[config.mk]
export PLATFORM = sky130hd
export DESIGN_NAME = rca_seq_ctrl
export DESIGN_NICKNAME = d
export VERILOG_FILES = /design/src/rtl/rca_seq_ctrl.sv
export SDC_FILE = /design/constraint.sdc
export NUM_CORES = 1
export LEC_CHECK = 0
export CAP_MARGIN = 0
export CORE_MARGIN = 2
export CORE_UTILIZATION = 50
export DETAILED_ROUTE_END_ITERATION = 8
export GPL_TIMING_DRIVEN = 0
export HOLD_SLACK_MARGIN = 0.08
export PLACE_DENSITY = 0.79
export SLEW_MARGIN = 20
export SYNTH_ARGS = -nofsm -noshare
export SYNTH_HDL_FRONTEND = slang
export SYNTH_SLANG_ARGS = --single-unit
[constraint.sdc]
create_clock -name clk -period 3.1 [get_ports clk]
set_input_delay 0.62 -clock clk [delete_from_list [all_inputs] [get_ports clk]]
set_output_delay 0.62 -clock clk [all_outputs]
set_load 0.05 [all_outputs]
[src/rtl/rca_seq_ctrl.sv]
// ============================================================================
// Module      : rca_seq_ctrl
// Description : WIDTH-bit add/subtract sequenced over a single 4-bit
//               ripple-carry slice, one nibble per clock, LSB nibble first.
// Revision    : 1.0 - initial release
// ============================================================================
`default_nettype none

module rca_seq_ctrl #(
    parameter int WIDTH = 16
) (
    input  logic             clk,
    input  logic             rst,
    input  logic             in_valid,
    output logic             in_ready,
    input  logic [WIDTH-1:0] a,
    input  logic [WIDTH-1:0] b,
    input  logic             cin,
    input  logic             sub,
    output logic             out_valid,
    input  logic             out_ready,
    output logic [WIDTH-1:0] sum,
    output logic             cout,
    output logic             ovf,
    output logic             busy
);

    localparam int NIBBLES = WIDTH / 4;
    localparam int CW      = (NIBBLES > 1) ? $clog2(NIBBLES) : 1;
    localparam logic [CW-1:0] C_LAST = CW'(NIBBLES - 1);

    typedef enum logic [1:0] {
        S_IDLE = 2'd0,
        S_ADD  = 2'd1,
        S_DONE = 2'd2
    } state_t;

    state_t           state_q;
    logic [CW-1:0]    cnt_q;
    logic             c_q;
    logic [WIDTH-1:0] a_q;
    logic [WIDTH-1:0] b_q;
    logic [WIDTH-1:0] sum_q;
    logic             cout_q;
    logic             ovf_q;

    logic [CW+1:0]    w_lo;
    logic [3:0]       w_nib_a;
    logic [3:0]       w_nib_b;
    logic [4:0]       w_nib_full;
    logic             w_last;

    // The shared nibble adder: operand slice selected by the nibble counter.
    assign w_lo       = {cnt_q, 2'b00};
    assign w_nib_a    = a_q[w_lo +: 4];
    assign w_nib_b    = b_q[w_lo +: 4];
    assign w_nib_full = {1'b0, w_nib_a} + {1'b0, w_nib_b} + {4'b0000, c_q};
    assign w_last     = (cnt_q == C_LAST);

    always_ff @(posedge clk or posedge rst) begin
        if (rst) begin
            state_q <= S_IDLE;
            cnt_q   <= '0;
            c_q     <= 1'b0;
            a_q     <= '0;
            b_q     <= '0;
            sum_q   <= '0;
            cout_q  <= 1'b0;
            ovf_q   <= 1'b0;
        end else begin
            case (state_q)
                S_IDLE: begin
                    if (in_valid) begin
                        a_q     <= a;
                        b_q     <= sub ? ~b : b;
                        c_q     <= sub ? 1'b1 : cin;
                        cnt_q   <= '0;
                        state_q <= S_ADD;
                    end
                end
                S_ADD: begin
                    sum_q[w_lo +: 4] <= w_nib_full[3:0];
                    c_q              <= w_nib_full[4];
                    if (w_last) begin
                        cout_q  <= w_nib_full[4];
                        // Signed overflow: like-signed operands, result sign differs.
                        ovf_q   <= (a_q[WIDTH-1] == b_q[WIDTH-1]) &&
                                   (w_nib_full[3] != a_q[WIDTH-1]);
                        state_q <= S_DONE;
                    end else begin
                        cnt_q <= cnt_q + CW'(1);
                    end
                end
                S_DONE: begin
                    if (out_ready) begin
                        state_q <= S_IDLE;
                    end
                end
                default: begin
                    state_q <= S_IDLE;
                end
            endcase
        end
    end

    assign in_ready  = (state_q == S_IDLE);
    assign out_valid = (state_q == S_DONE);
    assign busy      = (state_q != S_IDLE);
    assign sum       = sum_q;
    assign cout      = cout_q;
    assign ovf       = ovf_q;

endmodule

`default_nettype wire

Yosys cells after proc, flatten, opt, wreduce, memory -nomap -nowiden
Cells that the tools add are included.

Bitwise logic cells: 1. Reduce and logical (&&, ||, !) cells: 9. Equality and inequality tests: 9. Multiplexer cells: 12. Shift-type cells: 4. $add $sub $neg: 4.

Operators with widths (number): indexed part select 16 x 5 -> 4 bit (2); bitwise mux 16 bit (1); 2-to-1 mux 16 bit (1); NOT 16 bit (1); variable shift 4 x 6 -> 16 bit, first input constant (1); indexed part select 4 x 6 -> 16 bit (1); 2-to-1 mux 2 bit (5); != test 2 bit, second input constant (3); negator 4 -> 6 bit (1); one-hot mux 2 bit (3 select lines) (1); AND reduction 2 bit (3); AND reduction 3 bit (2); adder 4 x 4 -> 5 bit (1); adder 5 x 1 -> 5 bit (1); equality test 2 bit, second input constant (2); one-hot mux 2 bit (2 select lines) (1); nonzero test 2 bit (2); adder 2 x 1 -> 2 bit, second input constant (1); equality test 2 x 1 -> 1 bit, second input constant (1); logical NOT 2 bit (1); 2-to-1 mux 1 bit (2); != test 2 x 1 -> 1 bit, second input constant (1); one-hot mux 1 bit (2 select lines) (1); equality test 1 bit (1); 2 further kinds (2).

Bits of input ports: 38. Flip-flop bits (word level): 55.

Depth between registers and ports, before layout
Gate-level depths: netlist of run 1.

Word-level depth: 5. Gate-level depth with buffers: 9. Mapped depth without buffers: 8.

Least setup slack after synthesis of run 1
OpenSTA, ideal clock, no wires.

Path kind: reg-to-reg. Start point: register cnt_q[1]. End point: register sum_q[11], in the netlist sum[11]. Clock period less this slack: 2.353 ns. Data required time: 2.979 ns. Path slack: 0.747 ns. Arrival: 2.233 ns. Setup time: 0.121 ns. Cell stages (with the launch flop): 8. Buffers on the path: 1. Cells stage by stage: dfrtp_1 -> buf_2 -> mux4_2 -> fa_1 -> a21o_1 -> a21oi_1 -> xnor2_1 -> a22o_1.

Cells in the longest elaborated chain, start to end: 5. Elaborated cells on any way between the ends: 8. Those cells by class: add/sub (3); shift (4); mux (1).

Ends and longest elaborated chain: start, declared (RTL line 39) `logic [CW-1:0] cnt_q;`; start signal, assigned (RTL line 91) `cnt_q <= cnt_q + CW'(1);`; indexed part select 16 x 5 -> 4 bit (on tied branches) (RTL line 55, 56); adder 4 x 4 -> 5 bit (RTL line 57) `assign w_nib_full = {1'b0, w_nib_a} + {1'b0, w_nib_b} + {4'b0000, c_q};`; adder 5 x 1 -> 5 bit (RTL line 57); indexed part select 4 x 6 -> 16 bit (RTL line 82) `sum_q[w_lo +: 4] <= w_nib_full[3:0];`; bitwise mux 16 bit (*) (RTL line 82); end signal, assigned by index (RTL line 82); end, declared (RTL line 43) `logic [WIDTH-1:0] sum_q;`.

Every way passes the cells marked *; elsewhere a longest branch is shown, timed or not. A chain may end at the register's enable or synchronous reset.

Worst setup path after layout of run 1
Start point: register cnt_q[1]. End point: register sum_q[3], in the netlist sum[3].

Same word-level chain as after synthesis.

==> results of run 1 <==
[how the worst min path moves through the flow]
| stage | startpoint | end |
|---|---|---|
| global placement | sum[5] | sum[5] |
| detailed placement | sum[5] | sum[5] |
| finish | sum[5] | sum[5] |
| global route | sum[5] | sum[5] |
| floorplan | a_q[10] | a_q[10] |
| CTS | sum[5] | sum[5] |
[synth_stat cells, drive strengths merged]
master,count,area share [%]
nand2b,1,0.23
fa,2,1.5
o2111ai,1,0.32
a21o,2,0.55
o21bai,1,0.28
nor4b,1,0.32
nand2,19,2.7
nor2b,1,0.32
xnor2,17,5.5
mux2,17,7.0
nand3,2,0.37
a22o,10,3.2
nand3b,1,0.28
or3,2,0.46
buf,10,2.6
nor3b,1,0.28
nor2,26,3.7
dfrtp,55,50
a211o,1,0.32
and2,1,0.32
mux2i,1,0.37
o31ai,6,1.7
xor2,1,0.32
ha,9,4.1
o21ai,5,0.92
inv,11,1.5
a221oi,1,0.32
a21oi,18,3.3
nand4,1,0.23
mux4,8,6.6
[power groups by stage]
stage / clock, mW / sequential (mW) / combinational (mW)
floorplan: 0 / 1.47 / 1.47
global placement: 0 / 1.25 / 2.28
detailed placement: 0 / 1.26 / 2.34
CTS: 0.434 / 1.25 / 2.35
global route: 0.470 / 1.29 / 2.56
finish: 0.422 / 1.25 / 2.32
[layer usage]
layer / share of wire (%) / vias to the layer above / track usage [%]
li1: - / 933 / -
met1: 42 / 960 / 23.5
met2: 52 / 44 / 35.8
met3: 3.9 / 7 / 4.07
met4: 1.6 / 0 / 6.25
met5: 0 / - / 0
[layout make-up]
class	instances	area, um2
buffer	10	71.3
clock buffer	8	100
fill	385	1670
inverter	11	41.3
multi-input combinational	156	1240
sequential	55	1380
tap	70	87.6
timing repair buffer	58	591
[state kept, by name, indices dropped and copies added, names as in the netlist]
signal / count
ovf: 1
cout: 1
cnt_q: 2
a_q: 16
c_q: 1
sum: 16
state_q: 2
b_q: 16
[stage by stage]
stage	cell area [um2]	worst slack, ns	hold WS, ns	util, %	total power, mW
finish	3510	0.443	0.485	67.8	3.99
global route	3510	0.249	0.516	67.8	4.32
global placement	3390	0.213	0.465	65.5	3.52
CTS	3510	0.407	0.489	67.8	4.03
detailed placement	3410	0.441	0.468	65.8	3.61
floorplan	2730	0.747	0.475	-	2.94
[kinds of logic (layout without fill, tap and decap cells)]
kind of cell,Yosys count,in the layout,share of synthesized area (%)
AND/OR/NAND/NOR,56,56,9.18
multiplexers,26,26,14.0
buffers and inverters,21,87,4.13
AO/OA/AOI/OAI,45,45,10.9
adder cells (fa/ha/maj),11,11,5.60
XOR/XNOR,18,18,5.78
flip-flops,55,55,50.5
[critical path, stage by stage (launching register included)]
cell	delay, ns
dfrtp_1	0.41
buf_2	0.31
mux4_2	0.58
fa_1	0.40
a21o_1	0.18
a21oi_1	0.24
xnor2_1	0.20
a22o_1	0.23
==> results by group, run 1 <==
Run status
  – Status: complete, no violations

Synth
  – Avg Inst Size Synth: 11.8 um2
  – Post-synth cell types: 34
  – Post-Synthesis Cells: 232
  – Synth Net Count: 281
  – Seq cells post-synth: 55
  – Post-synthesis sequential area ratio: 50.5%
  – Cell area after synthesis: 0.00273 mm2
  – Yosys warning count: 0

Clocking
  – # H-tree levels: 2
  – # clock sinks: 55
  – Worst skew pair latency: 0.31 ns
  – Root Driver: clkbuf_8
  – CTS max path bufs: 2
  – Clock Pin Slew Worst Setup and Hold Paths: 0.09 ns
  – Post-CTS Resized: 0
  – CTS tree: built
  – Hold buffers post-CTS: 0
  – Clock buffer count from CTS: 5
  – Post-CTS setup buffers: 0

Power
  – Cell Pwr Density: 1140 mW/mm2
  – Clock share of power: 10.6%
  – Leak Pwr: 1.49 nW
  – Peak supply drop: 0.588 mV
  – Switching share of power: 44.1%
  – Internal power: 2.23 mW
  – Comb power frac: 58.2%
  – Total net switching power: 1.76 mW
  – Sequential share of power: 31.3%

Finish
  – N_diodes: 0
  – Most frequent cells in the layout: clkdlybuf4s50_1, dfrtp_1, nor2_1
  – Commonest non-fill, non-tap cell in the layout: clkdlybuf4s50_1
  – Syn-to-layout area delta: 28.5%
  – Fraction of layout instances using a drive strength above 1: 16.1%
  – Fin cells: 368
  – Final nets: 346

Min path
  – Hold Path Depth: 2
  – HP Class: register to register

Worst setup path
  – Crit. Startpoint: cnt_q[1]
  – Worst path required time: 3.29 ns
  – Max Fanout on Critical Path: 10
  – Worst reg-to-reg setup slack: 0.44 ns
  – Critical path class: register to register
  – Setup crit end: sum[3]
  – CP Capture Type: register
  – R2R depth: 7
  – Reg-to-Reg End: sum[3]
  – RR Startpoint: cnt_q[1]
  – Critical Path Source Type: register
  – Worst Path Arrival: 2.85 ns

Timing
  – Setup TNS: 0 ns
  – Slew margin rel.: 66.1%
  – Post-Route Skew: 0.0127 ns
  – RSZ-0062 raised after global routing: no
  – Fmax achieved: 376 MHz
  – Max-slew violation count: 0
  – Fin crit share: 85.7%
  – Final min period: 2.66 ns
  – Least-Margin Pin Slew: 0.506 ns
  – Final hold violations: 0
  – Final setup vio count: 0

Place
  – Placed insts: 360
  – PortBufs: 57
  – Post-DP HPWL: 4140 um
  – Gpl congestion: 0.802

Route
  – Detailed Route WL: 5330 um
  – Routed len/inst: 14.5 um
  – Vias per inst: 5.28
  – DR DRC count: 0
  – Via count: 1944
  – Drt first pass iters: 4
  – Post-route ant nets: 0
  – Iteration-0 DRC Markers: 59

Floorplan
  – Chip Height: 77.9 um
  – Core Footprint: 0.00517 mm2
  – Number of I/O pins: 59
  – Die X: 77.9 um
  – Core Rows: 26
  – Initial Utilization: 52.7%
  – Die Area: 0.00606 mm2

Global route
  – Pin count of the biggest net entering global routing: 33
  – GR Util All Layers: 19.8%
  – First-pass GRT wire length: 9360 um
  – Initial antenna violation count: 0
  – Total gr overflow: 0
  – Vias in the first global route: 2049

Job
  – MaxCap Viol Count: 0
Power figures use the tool's default switching activity.
==> run 2, diff against run 1 <==
- CORE_UTILIZATION: 50 -> 34
- PLACE_DENSITY: 0.79 -> not set
==> run 2 against run 1 <==
Utilization shrank 22 points. Die area grew 44%. Sequential power is essentially flat. Clock power grew 3%. Maximum frequency shrank 3.3%. Largest cell class unchanged. Critical path type unchanged. Power grew 0.82%. Worst hold slack lost 0.0028 ns.
==> results by group, run 2 (same netlist as run 1, synthesis figures left out) <==
Finish
  – Final nets: 345 (-0.29%)
  – Final Core Density: 45.5% (-22 points)
  – Most frequent cells in the layout: clkdlybuf4s50_1, dfrtp_1, nor2_1
  – Syn-to-layout area delta: 29.5%
  – N_diodes: 0 (unchanged)
  – Fin cells: 399 (+8.4%)
  – Fillcell total: 738 (+92%)
  – Fraction of layout instances using a drive strength above 1: 16.2% (+0.054 points)
  – Commonest non-fill, non-tap cell in the layout: clkdlybuf4s50_1
  – Final Cell Area: 0.00353 mm2 (+0.75%)

Global route
  – GR Util All Layers: 14.2% (-5.6 points)
  – Vias in the first global route: 1972 (-3.8%)
  – Total gr overflow: 0 (unchanged)
  – Initial antenna violation count: 0 (unchanged)
  – First-pass GRT wire length: 9630 um (+2.9%)
  – Pin count of the biggest net entering global routing: 56 (+70%)

Timing
  – Setup TNS: 0 ns (unchanged)
  – Slew margin rel.: 55.4% (-11 points)
  – Min setup slack post-route: 0.352 ns (-0.0906 ns)
  – Final setup vio count: 0 (unchanged)
  – Max-slew violation count: 0 (unchanged)
  – Post-Route Skew: 0.00920 ns (-0.00346 ns)
  – Final min period: 2.75 ns (+0.0906 ns)
  – RSZ-0062 raised after global routing: no
  – Fin crit share: 88.6% (+2.9 points)
  – Fmax achieved: 364 MHz (-3.3%)
  – Least-Margin Pin Slew: 0.669 ns (+0.163 ns)
  – Final hold slack: 0.482 ns (-0.00281 ns)
  – Final hold violations: 0 (unchanged)

Run status
  – Status: complete, no violations

Power
  – Total power: 4.02 mW (+0.82%)
  – Cell Pwr Density: 1140 mW/mm2 (about the same)
  – Leak Pwr: 1.48 nW (-0.69%)
  – Peak supply drop: 0.423 mV (-28%)

Clocking
  – Post-CTS Resized: 0 (unchanged)
  – # H-tree levels: 2 (unchanged)
  – Root Driver: clkbuf_8
  – Post-CTS setup buffers: 0 (unchanged)
  – CTS max path bufs: 2 (unchanged)
  – CTS tree: built
  – # clock sinks: 55 (unchanged)
  – Clock Pin Slew Worst Setup and Hold Paths: 0.10 ns (about the same)
  – Hold buffers post-CTS: 0 (unchanged)
  – Worst skew pair latency: 0.31 ns (about the same)
  – Clock buffer count from CTS: 5 (unchanged)

Floorplan
  – Core Rows: 32 (+23%)
  – Die Area: 0.00875 mm2 (+44%)
  – Core Footprint: 0.00777 mm2 (+50%)
  – Chip Height: 93.6 um (+20%)
  – Initial Utilization: 35.1% (-18 points)
  – Die X: 93.6 um (+20%)
  – Number of I/O pins: 59 (unchanged)

Worst setup path
  – RR Startpoint: cnt_q[1]
  – Max Fanout on Critical Path: 10 (unchanged)
  – Critical path class: register to register
  – Worst Path Arrival: 2.95 ns (+0.10 ns)
  – CP Capture Type: register
  – Critical Path Source Type: register
  – Crit. Startpoint: cnt_q[1]
  – Worst path required time: 3.31 ns (+0.02 ns)

Place
  – Post-DP HPWL: 4280 um (+3.6%)
  – PortBufs: 57 (unchanged)
  – Placed insts: 391 (+8.6%)
  – Post-DP Area: 0.00343 mm2 (+0.66%)
  – Gpl congestion: 0.801 (-0.16%)
  – Pre-CTS setup slack: 0.344 ns (-0.0969 ns)

Route
  – Iteration-0 DRC Markers: 52 (-12%)
  – Post-route ant nets: 0 (unchanged)
  – Via count: 1905 (-2.0%)
  – Drt first pass iters: 4 (unchanged)
  – Detailed Route WL: 5760 um (+8.0%)
  – DR DRC count: 0 (unchanged)
  – Vias per inst: 4.77 (-9.6%)
  – Routed len/inst: 14.4 um (-0.40%)

Job
  – MaxCap Viol Count: 0 (unchanged)

Min path
  – Hold Crit Start: sum[9]
  – HP Class: register to register
run 2: changes by cell type in the layout (fill, tap and decap cells not counted), sizes merged:
| cell | before | now |
|---|---|---|
| clkbuf | 8 | 7 |
| clkinvlp | 0 | 1 |
| buf | 11 | 10 |
run 2: worst max-delay path: stages (launching register included):
cell,delay [ns]
dfrtp_1,0.43
buf_2,0.32
mux4_2,0.59
fa_1,0.40
a21o_1,0.18
a21oi_1,0.25
xnor2_1,0.21
a22o_1,0.25
run 2: report_power, final:
group | switching, mW | internal, mW | leakage [nW]
Sequential | 0.210 | 1.04 | 0.671
Combinational | 1.35 | 0.989 | 0.756
Clock | 0.232 | 0.204 | 0.0505
run 2: final timing paths:
check,end,slack [ns],cells past startpoint
setup / recovery,sum[3],0.35,7
hold / removal,sum[9],0.48,2
setup reg to reg,sum[3],0.35,7
hold reg to reg,sum[9],0.48,2
max in group asynchronous,c_q,1.89,2
min in group asynchronous,a_q[3],0.77,2
run 2: layout make-up:
type / instances / area (um2) / area share (%)
Buffer: 10 / 71.3 / 2.02
Timing Repair Buffer: 57 / 571 / 16.2
Tap cell: 102 / 128 / 3.61
Sequential cell: 55 / 1380 / 39.0
Inverter: 11 / 43.8 / 1.24
Clock buffer: 7 / 96.3 / 2.73
Multi-Input combinational cell: 156 / 1240 / 35.1
Clock inverter: 1 / 7.51 / 0.213
run 2: metal layers:
metal / share of wire (%) / routed length (um) / up-vias / global-route usage [%]
met5: 0 / 0 / - / 0
met4: 1.9 / 110 / 0 / 5.43
met3: 4.3 / 246 / 10 / 2.66
met2: 49 / 2830 / 45 / 24.3
met1: 45 / 2570 / 916 / 17.8
li1: - / - / 934 / -
